[src/rtl/alu_result_writeback_if.sv]
// Bundle of the ALU-side result handshake and the register-file write port
// for the vector result writeback stage.
interface alu_result_writeback_if #(
  parameter int LANES  = 16,
  parameter int LANE_W = 32,
  parameter int ADDR_W = 2
);
  logic                      in_valid;
  logic                      in_ready;
  logic [2*LANES*LANE_W-1:0] in_result;
  logic [ADDR_W-1:0]         in_rd;
  logic                      wr_en;
  logic                      wr_ready;
  logic [ADDR_W-1:0]         wr_addr;
  logic [LANES*LANE_W-1:0]   wr_data;
  logic                      busy;
  logic                      done;

  // Producer side: ALU results in, register-file acceptance in.
  modport master (
    output in_valid, in_result, in_rd, wr_ready,
    input  in_ready, wr_en, wr_addr, wr_data, busy, done
  );

  // Writeback stage side.
  modport slave (
    input  in_valid, in_result, in_rd, wr_ready,
    output in_ready, wr_en, wr_addr, wr_data, busy, done
  );
endinterface

[src/rtl/alu_result_writeback.sv]
// Vector ALU writeback stage: captures one 16x64-bit result and writes it to
// the single-port vector register file as two beats, the low 32-bit halves
// of every lane to rd and the high halves to rd+1 (address wraps).
module alu_result_writeback #(
  parameter int LANES  = 16,
  parameter int LANE_W = 32,
  parameter int ADDR_W = 2
) (
  input  logic                  clk,
  input  logic                  rst_n,
  alu_result_writeback_if.slave bus
);
  localparam int RES_W = 2 * LANES * LANE_W;
  localparam int DAT_W = LANES * LANE_W;

  typedef enum logic [1:0] {
    IDLE  = 2'd0,
    WR_LO = 2'd1,
    WR_HI = 2'd2
  } state_e;

  state_e            state_q, state_d;
  logic [RES_W-1:0]  res_q, res_d;
  logic [ADDR_W-1:0] rd_q, rd_d;
  logic              done_q, done_d;

  logic [DAT_W-1:0]  lo_s, hi_s;
  logic              in_ready_s;
  logic              wr_en_s;
  logic [ADDR_W-1:0] wr_addr_s;
  logic [DAT_W-1:0]  wr_data_s;

  // Split every captured 64-bit lane into its raw low and high words.
  always_comb begin
    lo_s = '0;
    hi_s = '0;
    for (int i = 0; i < LANES; i++) begin
      lo_s[i*LANE_W +: LANE_W] = res_q[i*2*LANE_W +: LANE_W];
      hi_s[i*LANE_W +: LANE_W] = res_q[i*2*LANE_W + LANE_W +: LANE_W];
    end
  end

  // Next-state: capture in IDLE, advance a beat on each accepted write.
  always_comb begin
    state_d = state_q;
    res_d   = res_q;
    rd_d    = rd_q;
    done_d  = 1'b0;
    case (state_q)
      IDLE: begin
        if (bus.in_valid) begin
          state_d = WR_LO;
          res_d   = bus.in_result;
          rd_d    = bus.in_rd;
        end else begin
          state_d = IDLE;
        end
      end
      WR_LO: begin
        if (bus.wr_ready) begin
          state_d = WR_HI;
        end else begin
          state_d = WR_LO;
        end
      end
      WR_HI: begin
        if (bus.wr_ready) begin
          state_d = IDLE;
          done_d  = 1'b1;
        end else begin
          state_d = WR_HI;
        end
      end
      default: begin
        state_d = IDLE;
      end
    endcase
  end

  // State, captured operands and the done pulse; reset abandons any transaction.
  always_ff @(posedge clk or negedge rst_n) begin
    if (!rst_n) begin
      state_q <= IDLE;
      res_q   <= '0;
      rd_q    <= '0;
      done_q  <= 1'b0;
    end else begin
      state_q <= state_d;
      res_q   <= res_d;
      rd_q    <= rd_d;
      done_q  <= done_d;
    end
  end

  // Write port decodes straight from state so it drops with reset; idle bus is all-zero.
  always_comb begin
    in_ready_s = 1'b0;
    wr_en_s    = 1'b0;
    wr_addr_s  = '0;
    wr_data_s  = '0;
    case (state_q)
      IDLE: begin
        in_ready_s = 1'b1;
      end
      WR_LO: begin
        wr_en_s   = 1'b1;
        wr_addr_s = rd_q;
        wr_data_s = lo_s;
      end
      WR_HI: begin
        wr_en_s   = 1'b1;
        wr_addr_s = rd_q + ADDR_W'(1'b1);
        wr_data_s = hi_s;
      end
      default: begin
        in_ready_s = 1'b0;
      end
    endcase
  end

  assign bus.in_ready = in_ready_s;
  assign bus.wr_en    = wr_en_s;
  assign bus.wr_addr  = wr_addr_s;
  assign bus.wr_data  = wr_data_s;
  assign bus.busy     = (state_q != IDLE);
  assign bus.done     = done_q;
endmodule

[src/flat_wrapper.sv]
// flat-port wrapper written by rule: the top's interface ports become plain ports
module alu_result_writeback_flat 
#(
  parameter int LANES  = 16,
  parameter int LANE_W = 32,
  parameter int ADDR_W = 2
)
  (clk, rst_n, bus_in_valid, bus_in_result, bus_in_rd, bus_wr_ready, bus_in_ready, bus_wr_en, bus_wr_addr, bus_wr_data, bus_busy, bus_done);
  alu_result_writeback_if #(.LANES(LANES), .LANE_W(LANE_W), .ADDR_W(ADDR_W)) bus_i ();
  input  logic clk;
  input  logic rst_n;
  input wire logic [$bits(bus_i.in_valid)-1:0] bus_in_valid;
  input wire logic [$bits(bus_i.in_result)-1:0] bus_in_result;
  input wire logic [$bits(bus_i.in_rd)-1:0] bus_in_rd;
  input wire logic [$bits(bus_i.wr_ready)-1:0] bus_wr_ready;
  output wire logic [$bits(bus_i.in_ready)-1:0] bus_in_ready;
  output wire logic [$bits(bus_i.wr_en)-1:0] bus_wr_en;
  output wire logic [$bits(bus_i.wr_addr)-1:0] bus_wr_addr;
  output wire logic [$bits(bus_i.wr_data)-1:0] bus_wr_data;
  output wire logic [$bits(bus_i.busy)-1:0] bus_busy;
  output wire logic [$bits(bus_i.done)-1:0] bus_done;
  assign bus_i.in_valid = bus_in_valid;
  assign bus_i.in_result = bus_in_result;
  assign bus_i.in_rd = bus_in_rd;
  assign bus_i.wr_ready = bus_wr_ready;
  assign bus_in_ready = bus_i.in_ready;
  assign bus_wr_en = bus_i.wr_en;
  assign bus_wr_addr = bus_i.wr_addr;
  assign bus_wr_data = bus_i.wr_data;
  assign bus_busy = bus_i.busy;
  assign bus_done = bus_i.done;
  alu_result_writeback #(.LANES(LANES), .LANE_W(LANE_W), .ADDR_W(ADDR_W)) u_core (.clk(clk), .rst_n(rst_n), .bus(bus_i));
endmodule
[config.mk]
export PLATFORM = sky130hd
export DESIGN_NAME = alu_result_writeback_flat
export DESIGN_NICKNAME = d
export VERILOG_FILES = /design/src/rtl/alu_result_writeback_if.sv /design/src/rtl/alu_result_writeback.sv /design/src/flat_wrapper.sv
export SDC_FILE = /design/constraint.sdc
export NUM_CORES = 1
export LEC_CHECK = 0
export CAP_MARGIN = 20
export CORE_AREA = 4 4 604 606
export CTS_CLUSTER_DIAMETER = 150
export CTS_CLUSTER_SIZE = 40
export DETAILED_ROUTE_END_ITERATION = 7
export DIE_AREA = 0 0 608 610
export GPL_ROUTABILITY_DRIVEN = 0
export HOLD_SLACK_MARGIN = 0.15
export PLACE_DENSITY = 0.31
export SLEW_MARGIN = 20
export SYNTH_ARGS = -nofsm -noshare
export SYNTH_HDL_FRONTEND = slang
export SYNTH_SLANG_ARGS = --single-unit
export TNS_END_PERCENT = 100
[constraint.sdc]
create_clock -name clk -period 2.22 [get_ports clk]
set_input_delay 0.444 -clock clk [delete_from_list [all_inputs] [get_ports clk]]
set_output_delay 0.444 -clock clk [all_outputs]
set_load 0.03 [all_outputs]
==> results of run 1 <==
[cell usage after synthesis]
cell type | number | area share, %
o21ai_0 | 1 | 0.011
dfrtp_1 | 1029 | 56
a22oi_1 | 512 | 8.4
a21oi_1 | 1 | 0.011
mux2_2 | 999 | 25
nand2b_1 | 1 | 0.014
mux2_4 | 20 | 0.65
nand2_2 | 1 | 0.014
nand2_1 | 1 | 0.0082
nor2b_1 | 512 | 7.0
xnor2_1 | 1 | 0.019
buf_2 | 191 | 2.1
and2_1 | 1 | 0.014
mux2_1 | 9 | 0.22
ha_1 | 5 | 0.14
clkbuf_1 | 86 | 0.70
buf_6 | 4 | 0.098
buf_1 | 3 | 0.025
nand3_1 | 1 | 0.011
inv_1 | 3 | 0.025
[layout make-up]
cell class	count	share of cell area, %
Timing Repair Buffer	2094	32.5
Sequential cell	1029	31.4
Multi-Input combinational cell	2065	26.7
Tap cell	4773	7.27
Clock buffer	43	1.31
Clock inverter	29	0.690
Antenna cell	35	0.107
Inverter	3	0.0137
[worst paths after layout]
kind,start,depth (start not counted),endpoint,slack (ps)
setup / recovery,u_core.state_q[1],8,bus_wr_data[375],-1000
min in group clk,bus_in_result[895],2,u_core.res_q[895],280
hold reg to reg,u_core.res_q[1002],1,u_core.res_q[1002],510
setup reg to reg,u_core.state_q[0],7,u_core.res_q[571],50
max in group asynchronous,rst_n,4,u_core.res_q[537],910
hold / removal,rst_n,2,u_core.res_q[160],260
[power by group through the flow]
| stage | combinational [mW] | clock (mW) | sequential, mW |
|---|---|---|---|
| 2_1_floorplan | 36.9 | 0 | 32.0 |
| 3_3_place_gp | 73.4 | 0 | 36.2 |
| 3_5_place_dp | 73.6 | 0 | 36.1 |
| 4_1_cts | 80.5 | 13.1 | 35.9 |
| 5_1_grt | 93.4 | 13.5 | 37.1 |
| 6_report | 89.0 | 12.3 | 36.2 |
[registers in the layout, indices dropped and copies added (netlist names)]
| register | flops |
|---|---|
| u_core.bus.done | 1 |
| u_core.res_q | 1024 |
| u_core.rd_q | 2 |
| u_core.state_q | 2 |
[logic make-up (layout without fill, tap and decap cells)]
group | after synthesis | in the layout | synth area share (%)
adders and majority gates | 5 | 5 | 0.136
muxes | 1028 | 1028 | 25.4
and+or+nand+nor | 517 | 517 | 7.04
xor gates and xnor gates | 1 | 1 | 0.0191
other | 0 | 35 | 0
AOI/OAI and AO/OA | 514 | 514 | 8.40
DFF | 1029 | 1029 | 56.1
buffers and inverters | 287 | 2169 | 2.93
[worst max-delay path: stages, from the launching register on]
cell	delay, ps
dfrtp_1	420
buf_6	130
ha_4	210
buf_16	180
buf_16	170
buf_8	140
a22oi_1	460
nor2b_2	120
buf_12	170
[per-layer routing]
metal	wire length (microns)	part of all wire (%)	up-vias	track usage, %
met5	387	0.12	-	0
met4	7090	2.3	58	3.21
met3	14500	4.6	410	3.26
met2	167000	54	1087	28.7
met1	123000	39	19380	17.9
li1	-	-	15912	-
[repair_timing]
item,4_1_cts,5_1_grt
pin swaps,21,27
setup buffers,35,62
resized for setup,206,400
cloned,26,69
hold buffers,17,0
endpoints found under the hold margin,379,0
setup endpoints to repair,527,527
==> impl_metrics.py, run 1 <==
metrics = {
    "run_status": {
        "status": "finished with violations",
        "failed_checks": "negative setup slack",
    },
    "placed_design": {
        "hpwl_microns": 238000,
        "place_inst": 9770,
        "port_buffers": 1547,
        "dp_slack_ps": -749,
        "placed_area_sq_um": 74300,
    },
    "drt": {
        "drc_errors": 0,
        "wirelength_microns": 311000,
        "routed-via-count": 36847,
        "vias_per_cell": 3.66,
        "drt_first_pass_iters": 5,
        "routedWlPerCell_microns": 30.9,
        "ant_nets": 0,
        "first_iter_violations": 1872,
    },
    "pwr": {
        "power.share.combinational_pct": 64.8,
        "pwr-share-clk_pct": 8.9,
        "power.internal_mw": 79.4,
        "p_leak_nw": 31.7,
        "seqPwrFrac_pct": 26.3,
        "peakVddDrop_mv": 0.897,
        "p_sw_share_pct": 42.3,
        "switchingPower_mw": 58.1,
        "power.total_mw": 137,
        "p_per_area_nw_per_um2": 1670,
    },
    "timing": {
        "rsz0062_at_grt": "true",
        "finalSetupTns_ps": -445310,
        "tightest_slew_ps": 627,
        "fin_skew_ps": 48.1,
        "finalHoldViolations": 0,
        "finalCritPeriodShare_pct": 145,
        "whs_ps": 257,
        "drv_slew": 0,
        "fin_ws_ps": -1000,
        "slew_headroom_pct": 58.2,
        "finalSetupViolations": 518,
        "min_period_ps": 3220,
        "fmax_ghz": 0.310,
    },
    "synthesis": {
        "ys_types": 20,
        "syn-num-nets": 4416,
        "postSynthCellCount": 3381,
        "syn_area_sq_um": 45900,
        "yosysSeqAreaShare_pct": 56.1,
        "postSynthAreaPerCell_sq_um": 13.6,
        "yosys_warnings": 0,
        "synth-seq-cells": 1029,
    },
    "grt": {
        "antenna_found_initial": 176,
        "grt_max_degree": 81,
        "grt_overflow_total": 0,
        "grt_pass1_wl_microns": 388000,
        "track_usage_pct": 15.4,
        "grt_pass1_vias": 38763,
    },
    "cells_and_area": {
        "drive_gt1_share_pct": 53.7,
        "final_cell_mix": "clkdlybuf4s50_1 (1031), dfrtp_1 (1029), mux2_2 (999)",
        "instances_no_fill": 10071,
        "syn2layout_area_growth_pct": 78.8,
        "final_core_util_pct": 22.9,
        "multi_input_area_sq_um": 21900,
        "final.fill_count": 38185,
        "final_common_cell": "clkdlybuf4s50_1",
        "fin_area_sq_um": 82100,
        "nets": 6270,
        "regArea_sq_um": 25700,
    },
    "critical_path": {
        "worst_setup_path_end_kind": "output pin",
        "cp-start-kind": "flip-flop",
        "critPathArrivalTime_ps": 2780,
        "worst-setup-path-type": "flip-flop to output pin",
        "crit_fanout": 7,
        "cp.required_ps": 1780,
    },
    "cts": {
        "cts_buffers": 42,
        "clkLatencyLatePin_ps": 730,
        "clkSlewWorstSetupHoldPaths_ps": 130,
        "root_buffer": "clkbuf_16",
        "clock_path_buffers": 3,
        "cts_tree": "yes",
        "htree_levels": 2,
        "clock_sinks": 1029,
    },
    "floorplanning": {
        "ioPinCount": 1548,
        "die_x_microns": 608,
        "die_h_microns": 610,
        "coreArea_sq_um": 359000,
        "initial_core_util_pct": 12.8,
        "placementRows": 220,
        "die_area_sq_um": 371000,
    },
    "job": {
        "max-cap-violations": 0,
    },
    "worst_hold_path": {
        "hp-class": "input port to async pin",
    },
}
(Power assumes the default switching activity.)
==> run 2: changes to the inputs <==
--- a/config.mk
+++ b/config.mk
@@ -6,11 +6,11 @@
 export NUM_CORES = 1
 export LEC_CHECK = 0
 export CAP_MARGIN = 20
-export CORE_AREA = 4 4 604 606
+export CORE_AREA = 4 4 600 602
 export CTS_CLUSTER_DIAMETER = 150
 export CTS_CLUSTER_SIZE = 40
 export DETAILED_ROUTE_END_ITERATION = 7
-export DIE_AREA = 0 0 608 610
+export DIE_AREA = 0 0 604 606
 export GPL_ROUTABILITY_DRIVEN = 0
 export HOLD_SLACK_MARGIN = 0.15
 export PLACE_DENSITY = 0.31
==> constraint.sdc (replaced) <==
create_clock -name clk -period 3.4 [get_ports clk]
set_input_delay 0.68 -clock clk [delete_from_list [all_inputs] [get_ports clk]]
set_output_delay 0.68 -clock clk [all_outputs]
set_load 0.03 [all_outputs]
==> impl_metrics.py, run 2 (synthesis results as in run 1) <==
metrics = {
    "placed_design": {
        "placed_area_sq_um": 70300,
        "dp_slack_ps": -51.4,
        "place_inst": 9583,
        "port_buffers": 1547,
        "hpwl_microns": 236000,
    },
    "timing": {
        "slew_headroom_pct": 45.2,
        "whs_ps": 474,
        "finalCritPeriodShare_pct": 103,
        "finalSetupViolations": 169,
        "fin_skew_ps": 69.9,
        "finalHoldViolations": 0,
        "min_period_ps": 3500,
        "rsz0062_at_grt": "true",
        "drv_slew": 0,
        "finalSetupTns_ps": -4690,
        "fmax_ghz": 0.285,
        "fin_ws_ps": -105,
        "tightest_slew_ps": 822,
    },
    "grt": {
        "track_usage_pct": 16.3,
        "grt_pass1_wl_microns": 400000,
        "grt_max_degree": 129,
        "antenna_found_initial": 191,
        "grt_overflow_total": 0,
        "grt_pass1_vias": 38801,
    },
    "job": {
        "max-cap-violations": 0,
    },
    "pwr": {
        "peakVddDrop_mv": 0.565,
        "pwr-share-clk_pct": 9.1,
        "power.total_mw": 89.4,
        "p_per_area_nw_per_um2": 1120,
        "power.internal_mw": 50.3,
        "power.share.combinational_pct": 64.6,
        "switchingPower_mw": 39.1,
        "p_leak_nw": 30.8,
        "seqPwrFrac_pct": 26.2,
        "p_sw_share_pct": 43.8,
    },
    "critical_path": {
        "crit_fanout": 7,
        "worst_setup_path_end_kind": "output pin",
        "cp-startpoint": "u_core.state_q[0]",
        "cp-start-kind": "flip-flop",
        "critPathArrivalTime_ps": 2820,
        "cp.required_ps": 2720,
        "r2r-start": "u_core.state_q[0]",
        "worst-setup-path-type": "flip-flop to output pin",
    },
    "run_status": {
        "failed_checks": "negative setup slack",
        "status": "finished with violations",
    },
    "cts": {
        "clkSlewWorstSetupHoldPaths_ps": 160,
        "clkLatencyLatePin_ps": 760,
        "cts_buffers": 43,
        "htree_levels": 2,
        "root_buffer": "clkbuf_16",
        "clock_sinks": 1029,
        "cts_tree": "yes",
        "clock_path_buffers": 3,
    },
    "cells_and_area": {
        "drive_gt1_share_pct": 49.9,
        "final_common_cell": "clkdlybuf4s50_1",
        "syn2layout_area_growth_pct": 74.3,
        "largest_register_ffs": 1024,
        "nets": 6155,
        "fin_area_sq_um": 80000,
        "final_cell_mix": "clkdlybuf4s50_1 (1031), dfrtp_1 (1028), mux2_2 (999)",
        "top_register": "u_core.res_q",
        "top_regs": "u_core.res_q (1024), u_core.rd_q (2), u_core.state_q (2)",
        "final_core_util_pct": 22.5,
        "instances_no_fill": 9953,
    },
    "drt": {
        "routedWlPerCell_microns": 32.5,
        "routed-via-count": 36798,
        "wirelength_microns": 323000,
        "first_iter_violations": 2017,
        "vias_per_cell": 3.70,
        "ant_nets": 0,
        "drt_first_pass_iters": 4,
        "drc_errors": 0,
    },
    "worst_hold_path": {
        "hold_start": "bus_in_result[1004]",
        "hp-class": "input port to flip-flop",
    },
    "floorplanning": {
        "initial_core_util_pct": 12.9,
        "ioPinCount": 1548,
        "die_area_sq_um": 366000,
        "coreArea_sq_um": 355000,
        "die_x_microns": 604,
        "die_h_microns": 606,
        "placementRows": 219,
    },
}
-- run 2: repair_timing --
action,in CTS,in global routing
setup buffers,85,78
setup endpoints to repair,514,511
hold endpoints to repair,24,0
gates cloned,56,49
hold buffers,1,0
gates resized for setup,568,568
pin swaps,81,22
-- run 2: layout make-up --
cell class                      count  area [sq um]
Inverter                            3          13.8
Antenna cell                       53           133
Timing Repair Buffer             1978         24800
Tap cell                         4751          5940
Fill cell                       37758        275000
Clock buffer                       45          1090
Sequential cell                  1029         25800
Multi-Input combinational cell   2065         21600
Clock inverter                     29           596
-- run 2: power by group through the flow --
stage               logic, mW  registers [mW]  clock network [mW]
floorplan                22.2            20.9                   0
global placement         43.3            23.2                   0
detailed placement       43.6            23.2                   0
CTS                      52.6            23.2                8.67
global route             60.6            24.0                8.92
finish                   57.8            23.4                8.17
-- run 2: final timing paths --
check	endpoint	slack (ps)	cells past startpoint
worst max register to register	u_core.res_q[428]	1000	6
worst min register to register	u_core.res_q[604]	510	1
worst min-delay path	u_core.res_q[1004]	470	2
min in group asynchronous	u_core.res_q[925]	500	2
max in group asynchronous	u_core.res_q[1016]	1700	4
worst max-delay path	bus_wr_data[2]	-100	10
-- run 2: critical path, stage by stage, from the launching register on --
cell and delay, ps:
dfrtp_1 420, inv_2 80, buf_12 130, ha_4 290, buf_6 120, buf_12 170, clkbuf_16 230, buf_12 120
nor2b_4 150, buf_12 150, buf_12 140
-- run 2: routing by layer --
layer	part of all wire, %	track usage, %
met5	0.098	0
met4	2.6	3.53
met3	6.2	4.45
met2	50	28.3
met1	41	20.0
